### config.mk
export PLATFORM = sky130hd
export DESIGN_NAME = quesadilla
export DESIGN_NICKNAME = d
export VERILOG_FILES = /design/src/rtl/quesadilla.sv
export SDC_FILE = /design/constraint.sdc
export NUM_CORES = 1
export LEC_CHECK = 0
export CORE_MARGIN = 2
export CORE_UTILIZATION = 39
export CTS_BUF_LIST = sky130_fd_sc_hd__clkbuf_4
export DETAILED_ROUTE_END_ITERATION = 10
export PLACE_DENSITY_LB_ADDON = 0.08
export SLEW_MARGIN = 20
export SYNTH_ARGS = -nofsm -noshare
export SYNTH_HDL_FRONTEND = slang
export SYNTH_SLANG_ARGS = --single-unit
export TNS_END_PERCENT = 20
### constraint.sdc
create_clock -name clk -period 2.1 [get_ports clk]
set_input_delay 0.42 -clock clk [delete_from_list [all_inputs] [get_ports clk]]
set_output_delay 0.42 -clock clk [all_outputs]
set_load 0.03 [all_outputs]
### src/rtl/quesadilla.sv
// Instruction-fetch stage: a 32-bit program counter that advances by 4 every
// clock and a constant instruction ROM read asynchronously at the current PC.
module quesadilla #(
  parameter int MEM_DEPTH = 64,
  parameter int ADDR_BITS = 6
) (
  input  logic        clk,
  input  logic        reset,
  output logic [31:0] current_pc_out,
  output logic [31:0] next_pc_out,
  output logic [31:0] instruction_out
);

  logic [31:0]          r_pc;
  logic [31:0]          w_next_pc;
  logic [ADDR_BITS-1:0] w_idx;

  // Fixed program; every word past the listed ones is a NOP (addi x0,x0,0).
  function automatic logic [31:0] rom_word(input logic [ADDR_BITS-1:0] idx);
    logic [31:0] word;
    case (idx)
      ADDR_BITS'(0): word = 32'h0050_0093;
      ADDR_BITS'(1): word = 32'h00A0_0113;
      ADDR_BITS'(2): word = 32'h0020_81B3;
      ADDR_BITS'(3): word = 32'h4011_0233;
      ADDR_BITS'(4): word = 32'h0020_F2B3;
      ADDR_BITS'(5): word = 32'h0020_E333;
      ADDR_BITS'(6): word = 32'h0000_0013;
      ADDR_BITS'(7): word = 32'h0000_006F;
      default:       word = 32'h0000_0013;
    endcase
    return word;
  endfunction

  // Upper PC bits are dropped, so fetches alias every MEM_DEPTH*4 bytes.
  assign w_next_pc = r_pc + 32'd4;
  assign w_idx     = r_pc[ADDR_BITS+1:2];

  always_ff @(posedge clk) begin
    if (!reset) r_pc <= 32'h0000_0000;
    else        r_pc <= w_next_pc;
  end

  assign current_pc_out  = r_pc;
  assign next_pc_out     = w_next_pc;
  assign instruction_out = rom_word(w_idx);

endmodule

; ---- Word-level counts from Yosys, hierarchy flattened
; Memories as Yosys holds them, arrays and structs flattened. A register that Yosys moved wholly into a read port is not among the register bits.
; Index checks and enable logic that the tools add are counted.
[classes]
reduce_logical = 1
muxes = 2
addsub = 1
[ops]
columns = operator, n
row1 = $add A32 B3 Y32 const B, 1
row2 = $mux W32, 1
row3 = $logic_not A3 Y1, 1
row4 = $mux W3, 1
[word_totals]
reg_bits = 32
romBits = 144
n_memories = 1
inputBits = 2
output_inout_bits = 96
elab_cells = 6
[mem_list]
columns = name, words, width, rd, rd_clocked_by_memory_dff, wr, line_no
row1 = (name not given), 8, 18, 1, 1, 0, 21  ; case (idx)

; ---- Depth between registers and ports, before layout
[logic_depth]
depth_word = 2
depth_mapped = 6
mapped_depth_nobuf = 5

; ---- Worst setup path before layout
; No wires, ideal clock.
[synth_path]
kind = flip-flop to output port
from = register r_pc[2] (netlist: current_pc_out[2])
to = output port next_pc_out[23]
path_stages_with_launch = 6
setup_slack_ps = -558
path_buffers = 1
arrival_time_ps = 2238
required_time_ps = 1680
cell_sequence = dfxtp_1 > clkbuf_1 > nand4_1 > nor4_1 > nand4_1 > xnor2_1
[synth_between]
elab_chain_len = 1
[synth_lines]
columns = item, line_no
row1 = "start, declared", 14  ; logic [31:0] r_pc;
row2 = "start signal, assigned", 41  ; else r_pc <= w_next_pc;
row3 = $add A32 B3 Y32, 36  ; assign w_next_pc = r_pc + 32'd4;
row4 = "end, declared", 10  ; output logic [31:0] next_pc_out,
; No other way between the ends.

; ---- Worst setup path in the final report
[layout_path]
from = register r_pc[3] (netlist: current_pc_out[3])
to = output port next_pc_out[30]
; Same word-level chain as after synthesis.

==> metrics.txt <==
# TYPE chip_impl_metric gauge
chip_impl_info{name="result_of_the_run",value="finished with violations"} 1
chip_impl_info{name="failed_checks",value="negative setup slack"} 1
chip_impl_metric{name="synth_sequential_area_ratio",unit=""} 0.392
chip_impl_metric{name="fin_cells",unit=""} 468
chip_impl_metric{name="detailed_place_hpwl",unit="mm"} 4.36
chip_impl_metric{name="layout-drive-gt1-share",unit=""} 0.452
chip_impl_metric{name="path_clk_slew",unit="ns"} 0.14
chip_impl_metric{name="post-route-min-period",unit="ns"} 2.54
chip_impl_metric{name="multi_input_comb_area",unit="um2"} 1510
chip_impl_metric{name="route.vias.total",unit=""} 2243
chip_impl_info{name="worstHoldPathType",value="flip-flop to flip-flop"} 1
chip_impl_metric{name="floorplan.die_area",unit="um2"} 6380
chip_impl_metric{name="insertedDiodeCount",unit=""} 0
chip_impl_metric{name="post-route-worst-setup-slack",unit="ns"} -0.439
chip_impl_metric{name="power.static_leakage",unit="nW"} 1.88
chip_impl_metric{name="required",unit="ns"} 1.68
chip_impl_metric{name="placement.setup.worst_slack",unit="ns"} -0.0836
chip_impl_metric{name="finalClockSkew",unit="ns"} 0.00718
chip_impl_metric{name="yosys_warnings",unit=""} 0
chip_impl_info{name="mostFrequentLayoutCell",value="buf_4"} 1
chip_impl_metric{name="postSynthAreaPerCell",unit="um2"} 8.44
chip_impl_metric{name="gp_congestion",unit=""} 0.803
chip_impl_metric{name="cp.arrival",unit="ns"} 2.12
chip_impl_metric{name="worst_ir_drop_vdd",unit="mV"} 0.239
chip_impl_metric{name="fillCellCount",unit=""} 451
chip_impl_metric{name="power_density_relative_to_cell_area",unit="nW/um2"} 455
chip_impl_metric{name="grt_max_degree",unit=""} 22
chip_impl_metric{name="placement.cell_area",unit="um2"} 3470
chip_impl_metric{name="die_h",unit="um"} 79.9
chip_impl_metric{name="initial_core_util",unit=""} 0.405
chip_impl_metric{name="fin_setup_tns",unit="ns"} -6.56
chip_impl_metric{name="cts_max_level",unit=""} 2
chip_impl_info{name="cp-end-kind",value="output port"} 1
chip_impl_metric{name="report.final.slew_viol_count",unit=""} 0
chip_impl_info{name="rsz0062_at_grt",value="yes"} 1
chip_impl_metric{name="vias_in_the_first_global_route",unit=""} 2018
chip_impl_metric{name="place_inst",unit=""} 449
chip_impl_info{name="synth_flop_cell",value="dfxtp_1"} 1
chip_impl_metric{name="initialDrtViolationCount",unit=""} 66
chip_impl_metric{name="finish.instance_area",unit="um2"} 3880
chip_impl_metric{name="ys_ff_latch",unit=""} 44
chip_impl_metric{name="post_synth_instance_area",unit="um2"} 2240
chip_impl_info{name="critical_path.startpoint_type",value="flip-flop"} 1
chip_impl_metric{name="async_flop_share",unit=""} 0
chip_impl_metric{name="number_of_antenna_violations_at_the_first_check_in_global_routing",unit=""} 0
chip_impl_metric{name="synthCells",unit=""} 266
chip_impl_metric{name="drt_pass1_iterations",unit=""} 4
chip_impl_metric{name="wire_per_inst",unit="um"} 12.7
chip_impl_metric{name="number_of_nets_in_the_final_layout",unit=""} 398
chip_impl_metric{name="flow.area_growth_from_synthesis",unit="%"} 72.7
chip_impl_metric{name="final_util",unit=""} 0.700
chip_impl_metric{name="core_region",unit="um2"} 5540
chip_impl_metric{name="detail-route-antenna-nets",unit=""} 0
chip_impl_metric{name="fmax",unit="GHz"} 0.394
chip_impl_metric{name="hold_viol",unit=""} 0
chip_impl_metric{name="drv.max_cap_violation_count",unit=""} 0
chip_impl_metric{name="synth_enable_flop_cells",unit=""} 0
chip_impl_metric{name="placementRows",unit=""} 27
chip_impl_info{name="cts_tree",value="done"} 1
chip_impl_metric{name="grt_overflow",unit=""} 0
chip_impl_metric{name="yosys_top_cell_area_share",unit=""} 0.392
chip_impl_metric{name="drt-vias-per-instance",unit=""} 4.79
chip_impl_metric{name="detail_route.wirelength",unit="mm"} 5.94
chip_impl_metric{name="register_area",unit="um2"} 948
chip_impl_info{name="cts_root_buffer",value="clkbuf_4"} 1
chip_impl_metric{name="io-pin-count",unit=""} 98
chip_impl_info{name="mostFrequentLayoutCells",value="buf_4 (79), clkdlybuf4s50_1 (28), and2_1 (25), dfxtp_1 (24), buf_6 (24)"} 1
chip_impl_metric{name="clock_sinks",unit=""} 44
chip_impl_metric{name="grt_pass1_wl",unit="mm"} 9.49
chip_impl_metric{name="holdBufCountCts",unit=""} 0
chip_impl_info{name="post_synth_main_area_contributors",value="dfxtp_1 (39%), buf_4 (7.4%), and2_1 (7.0%)"} 1
chip_impl_metric{name="worstPathMaxFanout",unit=""} 5
chip_impl_metric{name="yosys.cell_types.count",unit=""} 30
chip_impl_metric{name="clock_buffer_count_from_cts",unit=""} 5
chip_impl_metric{name="portBuffers",unit=""} 79
chip_impl_metric{name="clock_latency",unit="ns"} 0.36
chip_impl_metric{name="clock_tree.buffer_depth",unit=""} 2
chip_impl_info{name="netlist.top_cell.by_area",value="dfxtp_1"} 1
chip_impl_metric{name="post-route-drc-count",unit=""} 0
chip_impl_metric{name="die-width",unit="um"} 79.9
chip_impl_metric{name="final.period_utilization",unit=""} 1.21
chip_impl_metric{name="setup_violations",unit=""} 24
chip_impl_metric{name="grt_usage",unit=""} 0.187
chip_impl_info{name="timing_worst_setup_path_type",value="flip-flop to output port"} 1
-- metrics by stage --
| step | hold slack [ns] | power [mW] |
|---|---|---|
| after floorplan | 0.528 | 1.13 |
| after global placement | 0.506 | 1.21 |
| after detailed placement | 0.521 | 1.21 |
| after CTS | 0.544 | 1.76 |
| after global routing | 0.597 | 1.84 |
| final | 0.539 | 1.76 |
-- power by group --
group	switching (mW)	total, mW	internal (mW)
logic	0.229	0.354	0.125
clock network	0.299	0.555	0.256
registers	0.00779	0.855	0.847
total	0.536	1.76	1.23
-- critical path, cell delays in order, from the launching register on --
cell and delay (ns):
dfxtp_4 0.37, buf_4 0.12, ha_4 0.15, nand3_2 0.09
or4_4 0.47, or3_4 0.36, nand2_2 0.08, buf_6 0.12
-- cells in the mapped netlist, drive strengths merged, types with 5 or more instances --
master and instances:
or4 5, nand3 11, and2 25, nand2b 10, mux2i 9, inv 6
and3 9, o21ai 6, nand2 27, nor4 6, and4 5, a21oi 8
nand4 11, buf 23, clkbuf 10, nor2 14, dfxtp 44, xor2 6
xnor2 17
-- final timing paths --
kind              cells past startpoint            endpoint               start  slack (ns)
setup / recovery                      7     next_pc_out[30]   current_pc_out[3]       -0.44
hold / removal                        2  current_pc_out[31]  current_pc_out[31]        0.54
setup reg to reg                      9  current_pc_out[31]   current_pc_out[3]        0.33
hold reg to reg                       2  current_pc_out[31]  current_pc_out[31]        0.54
-- area by class of cell --
class | count | share of cell area
repair buffers | 139 | 0.316
multi-input cells | 199 | 0.389
flip-flops and latches | 44 | 0.245
well taps | 72 | 0.0232
clock inverters | 3 | 0.0116
clock buffers | 5 | 0.00968
inverters | 6 | 0.00581
-- logic make-up after synthesis --
logic type / synth area share
AND/OR/NAND/NOR: 0.322
flip-flops: 0.392
buffers and inverters: 0.103
XOR/XNOR: 0.0897
AO/OA/AOI/OAI: 0.0440
multiplexers: 0.0401
other: 0.00335
adder cells (fa/ha/maj): 0.00557
-- routing by layer --
| layer | track usage | up-vias | wire [um] |
|---|---|---|---|
| met4 | 0.0458 | 0 | 58 |
| met2 | 0.312 | 70 | 2880 |
| met5 | 0 | - | 0 |
| li1 | - | 1126 | - |
| met3 | 0.0362 | 8 | 319 |
| met1 | 0.248 | 1039 | 2680 |
-- what timing repair did --
item / 4_1_cts / 5_1_grt
pin swaps: 7 / 16
resized for setup: 39 / 30
endpoints found under the setup margin: 37 / 35
setup buffers: 5 / 7
(Power assumes the default switching activity.)
==> edit 1 (config.mk and constraints unchanged) <==
`ADDR_BITS`: 6 -> 5.
--- a/src/rtl/quesadilla.sv
+++ b/src/rtl/quesadilla.sv
@@ -4,3 +4,3 @@
   parameter int MEM_DEPTH = 64,
-  parameter int ADDR_BITS = 6
+  parameter int ADDR_BITS = 5
 ) (
Check against the original RTL: no difference found for any inputs over 10 cycles, from zero or initial values and one cycle with reset low; that may be too few to reach the edited logic, so the function may still have changed.
==> edit 1 against the original RTL <==
The flow still finishes with violations (setup timing); sequential cell count stayed put; setup slack better by 0.19 ns; clock power is 19% lower; synthesized cell count is 3.8% lower; final area is 7.7% lower; clock skew is 0.012 ns higher; core utilization is 5.0 points lower; final cell count is 5.3% lower; total power is 6.7% lower; area after synthesis is 0.78% lower; routed wire length hardly changed; critical path type unchanged.
==> edit 1: results (changes against the original RTL) <==
outcome - complete, but fails checks (unchanged)
total global-route track usage - 0.190 (was 0.187)
Setup Skew - 0.0190 ns (was 0.00718 ns)
worst stage delay on the critical path - 0.53 ns (was 0.47 ns)
initial DRC count - 89 (was 66)
total wire length - 5940 um (about the same)
post-DP HPWL - 4090 um (was 4360 um)
gpl congestion - 0.798 (was 0.803)
Warnings, synthesis - 0 (unchanged)
via-per-instance ratio - 4.81 (was 4.79)
Antenna diodes - 0 (unchanged)
CP max FO - 5 (unchanged)
peak supply drop - 0.336 mV (was 0.239 mV)
Worst-path clk slew - 0.14 ns (about the same)
I/O Buffers - 79 (unchanged)
CTS Buf Count - 5 (unchanged)
largest net degree at the start of global routing - 24 (was 22)
clock tree buffer depth - 2 (unchanged)
failing checks - setup timing (unchanged)
async set or reset register ratio after synthesis - 0 (unchanged)
commonest cells in the netlist - 44 x dfxtp_1, 27 x and2_1, 26 x nand2_1 (was 44 x dfxtp_1, 27 x nand2_1, 25 x and2_1)
leakage - 1.64 nW (was 1.88 nW)
Final nets - 373 (was 398)
Clock Latency Late Sink - 0.37 ns
top post-synthesis cells by area - dfxtp_1 40%, buf_4 8.1%, and2_1 7.6% (was dfxtp_1 39%, buf_4 7.4%, and2_1 7.0%)
CP max-delay cell - or4_4 (unchanged)
layout cell share with drive strength beyond 1 - 0.477 (was 0.452)
vias in the first global route - 1962 (was 2018)
number of distinct library cells after synthesis - 36 (was 30)
Final setup violation count - 25 (was 24)
initial antenna violation count - 0 (unchanged)
First-pass DRT Iterations - 4 (unchanged)
fin worst setup slack - -0.253 ns (was -0.439 ns)
clk root buf - clkbuf_4 (unchanged)
Worst Hold Class - reg -> reg (unchanged)
H-tree depth - 2 (unchanged)
global-route wire length before repair - 9400 um (was 9490 um)
sequential area share after synthesis - 0.396 (was 0.392)
==> edit 1: cell count changes in the layout (fill, tap and decap cells not counted), sizes merged, moves of 4 or more <==
cell / unedited run / this run
nand2b: 10 / 2
mux2i: 9 / 2
buf: 103 / 91
a21oi: 8 / 12
and3: 9 / 4
xnor2: 17 / 13
o31ai: 3 / 8
==> edit 1: final cells by class <==
type                    count  area, um^2
well taps                  72        90.1
repair buffers            125        1100
inverters                   6        22.5
clock buffers               5        37.5
multi-input cells         188        1370
flip-flops and latches     44         927
fillers                   496        1930
clock inverters             3        25.0
==> edit 1: kinds of logic after synthesis <==
kind of cell	synth area share
compound gates	0.0702
simple gates	0.321
other cells	0.00337
buf+inv	0.120
flops	0.396
mux	0.00899
fa+ha+maj	0.00562
xor+xnor	0.0747
==> edit 1: layer usage <==
layer | part of all wire | global-route usage | vias up | wire, um
li1 | - | - | 1063 | -
met1 | 0.42 | 0.228 | 995 | 2470
met2 | 0.52 | 0.334 | 65 | 3060
met3 | 0.057 | 0.0498 | 6 | 338
met4 | 0.010 | 0.0517 | 0 | 61
met5 | 0 | 0 | - | 0
==> edit 1: where the power goes <==
group | switching, mW | total (mW) | internal, mW | leakage, nW
clock | 0.308 | 0.447 | 0.139 | 0.0322
combinational | 0.216 | 0.326 | 0.110 | 1.23
sequential | 0.0106 | 0.872 | 0.862 | 0.372
total | 0.534 | 1.64 | 1.11 | 1.64
==> edit 1: through the flow <==
stage / setup WS (ns) / cells / setup TNS (ns) / instance area [um^2]
global route: -0.316 / 443 / -5.93 / 3580
global placement: 0.0362 / 417 / 0 / 3120
CTS: -0.261 / 438 / -3.51 / 3450
detailed placement: 0.0457 / 417 / 0 / 3120
floorplan: -0.0139 / 272 / -0.0151 / 2360
finish: -0.253 / 443 / -3.50 / 3580
==> edit 1: worst max-delay path, delay by kind of cell (launching register included) <==
kind	cells	cell delay (ns)
buffers and inverters	2	0.28
DFF	1	0.35
and+or+nand+nor	4	0.94
==> edit 1: final timing paths <==
check | start | endpoint | slack [ns] | cells past startpoint
worst max-delay path | current_pc_out[9] | next_pc_out[31] | -0.25 | 6
worst max register to register | current_pc_out[2] | current_pc_out[28] | 0.43 | 6
worst min-delay path | current_pc_out[27] | current_pc_out[27] | 0.53 | 2
worst min register to register | current_pc_out[27] | current_pc_out[27] | 0.53 | 2
==> edit 1: what timing repair did <==
item / in CTS / in global routing
pin swaps: 11 / 5
cloned: 1 / 0
hold buffers: 0 / 0
endpoints found under the setup margin: 30 / 28
hold endpoints to repair: 0 / 0
setup buffers: 12 / 5
gates resized for setup: 53 / 24
==> edit 2 (same settings) <==
Without the edit above. Make the reset (`reset`) asynchronous in one clocked block.
--- a/src/rtl/quesadilla.sv
+++ b/src/rtl/quesadilla.sv
@@ -38,3 +38,3 @@
 
-  always_ff @(posedge clk) begin
+  always_ff @(posedge clk or negedge reset) begin
     if (!reset) r_pc <= 32'h0000_0000;
Behaviour: differs if reset is asserted again (counterexample within 4 cycles, from zero or initial values and one cycle with reset low); with reset held inactive, the same outputs for 10 cycles.
==> edit 2 against the original RTL <==
The run still ends with setup timing left; first-iteration DRC count fell by 47%; routed wire length is 14% lower; setup slack better by 0.16 ns; total power is 38% lower; non-clock buffer count decreased by 26; register-to-register slack better by 0.04 ns; count of clock-buffer cells in the layout grew 1; synthesized cell count fell by 38%; area after synthesis decreased by 26%; final area down 18%; sequential cell count fell by 14; combinational power decreased by 84%; highest routed layer unchanged; largest cell class unchanged; sequential power decreased by 33%.
==> edit 2: results (changes against the original RTL) <==
CP max FO - 7 (was 5)
total global-route track usage - 0.210 (was 0.187)
First-pass DRT Iterations - 4 (unchanged)
largest net degree at the start of global routing - 31 (was 22)
clock tree buffer depth - 2 (unchanged)
clk root buf - clkbuf_4 (unchanged)
Vias - 1592 (was 2243)
I/O Buffers - 79 (unchanged)
total wire length - 5120 um (was 5940 um)
vias in the first global route - 1615 (was 2018)
peak supply drop - 0.215 mV (was 0.239 mV)
sequential area share after synthesis - 0.449 (was 0.392)
Clock Latency Late Sink - 0.33 ns (was 0.36 ns)
EDFF count, synth - 0 (unchanged)
Setup Skew - 0.0189 ns (was 0.00718 ns)
top post-synthesis cells by area - dfrtp_1 45%, xnor2_1 11%, buf_4 9.9% (was dfxtp_1 39%, buf_4 7.4%, and2_1 7.0%)
Largest register FFs - 30
H-tree depth - 2 (unchanged)
Antenna diodes - 0 (unchanged)
global-route wire length before repair - 8080 um (was 9490 um)
fin worst setup slack - -0.274 ns (was -0.439 ns)
post-DP HPWL - 3440 um (was 4360 um)
failing checks - setup timing (unchanged)
critical path arrival - 1.95 ns (was 2.12 ns)
gpl congestion - 0.800 (was 0.803)
Final setup violation count - 27 (was 24)
number of distinct library cells after synthesis - 23 (was 30)
Cells after DPL - 307 (was 449)
syn avg cell area - 10.1 um^2 (was 8.44 um^2)
CTS Buf Count - 5 (unchanged)
async set or reset register ratio after synthesis - 1.00 (was 0)
routed wire length per instance - 15.6 um (was 12.7 um)
Worst-path clk slew - 0.09 ns (was 0.14 ns)
outcome - complete, but fails checks (unchanged)
commonest cells in the netlist - 30 x dfrtp_1, 22 x buf_4, 21 x xnor2_1 (was 44 x dfxtp_1, 27 x nand2_1, 25 x and2_1)
layout cell share with drive strength beyond 1 - 0.554 (was 0.452)
leakage - 1.55 nW (was 1.88 nW)
initial antenna violation count - 0 (unchanged)
Worst Hold Class - in -> async (was reg -> reg)
initial DRC count - 35 (was 66)
Fill cells - 256 (was 451)
Warnings, synthesis - 0 (unchanged)
Final nets - 285 (was 398)
-- edit 2: cell count changes in the layout (fill, tap and decap cells not counted), moves of 9 or more --
cell	unedited run	this run
mux2i_1	9	0
dfrtp_2	0	15
buf_4	79	51
nand2b_1	10	0
dfrtp_1	0	15
and2_1	25	1
dfxtp_4	17	0
dfxtp_1	24	0
-- edit 2: routing by layer --
metal  vias up  track usage  part of all wire
li1        739            -                 -
met1       784        0.250              0.41
met2        63        0.382              0.53
met3         6       0.0392             0.052
met4         0       0.0654             0.011
met5         -            0                 0
-- edit 2: timing repair --
action / 4_1_cts / 5_1_grt
setup endpoints to repair: 44 / 45
resized for setup: 40 / 25
endpoints found under the hold margin: 0 / 0
pin swaps: 11 / 15
setup buffers: 8 / 5
-- edit 2: cells by family (layout without fill, tap and decap cells) --
logic type      after synthesis  in the layout  synth area share
compound gates                6              6            0.0195
xor+xnor                     27             27             0.142
fa+ha+maj                     6              6            0.0449
buf+inv                      32            128             0.122
flops                        30             30             0.449
other cells                   2             18           0.00450
simple gates                 63             63             0.218
-- edit 2: final timing paths --
path | start | end | slack [ns] | depth (start not counted)
worst min-delay path | reset | current_pc_out[4] | 0.48 | 2
max in group asynchronous | reset | current_pc_out[6] | 1.30 | 2
worst max-delay path | current_pc_out[8] | next_pc_out[20] | -0.27 | 6
worst max register to register | current_pc_out[8] | current_pc_out[19] | 0.37 | 8
worst min register to register | current_pc_out[15] | current_pc_out[15] | 0.55 | 1
min in group clk | current_pc_out[15] | current_pc_out[15] | 0.55 | 1
-- edit 2: area by class of cell --
cell class	count	area share
clock inverters	2	0.0107
inverters	7	0.00831
repair buffers	113	0.325
clock buffers	6	0.0143
multi-input cells	120	0.379
flip-flops and latches	30	0.243
well taps	50	0.0198
-- edit 2: metrics by stage --
step                      setup TNS (ns)  total power, mW  worst slack [ns]  hold slack [ns]  instance area, um^2
after global routing               -7.32             1.13            -0.391            0.527                 3160
after detailed placement               0            0.645          0.000246            0.511                 2750
after floorplan                   -0.817            0.656            -0.113            0.124                 2030
final                              -4.50             1.10            -0.274            0.476                 3160
after global placement                 0            0.645            0.0496            0.492                 2750
after CTS                          -4.85             1.11            -0.300            0.489                 3040
-- edit 2: power breakdown --
| part | internal, mW | switching, mW |
|---|---|---|
| Combinational | 0.00285 | 0.0539 |
| Sequential | 0.577 | 0 |
| Clock | 0.261 | 0.205 |
| Total | 0.841 | 0.259 |
-- edit 2: worst max-delay path, stage by stage (launching register included) --
cell and delay [ns]:
dfrtp_2 0.40, nand4_4 0.16, nor4_4 0.31, buf_6 0.16
nand4_1 0.21, xnor2_4 0.24, buf_6 0.15
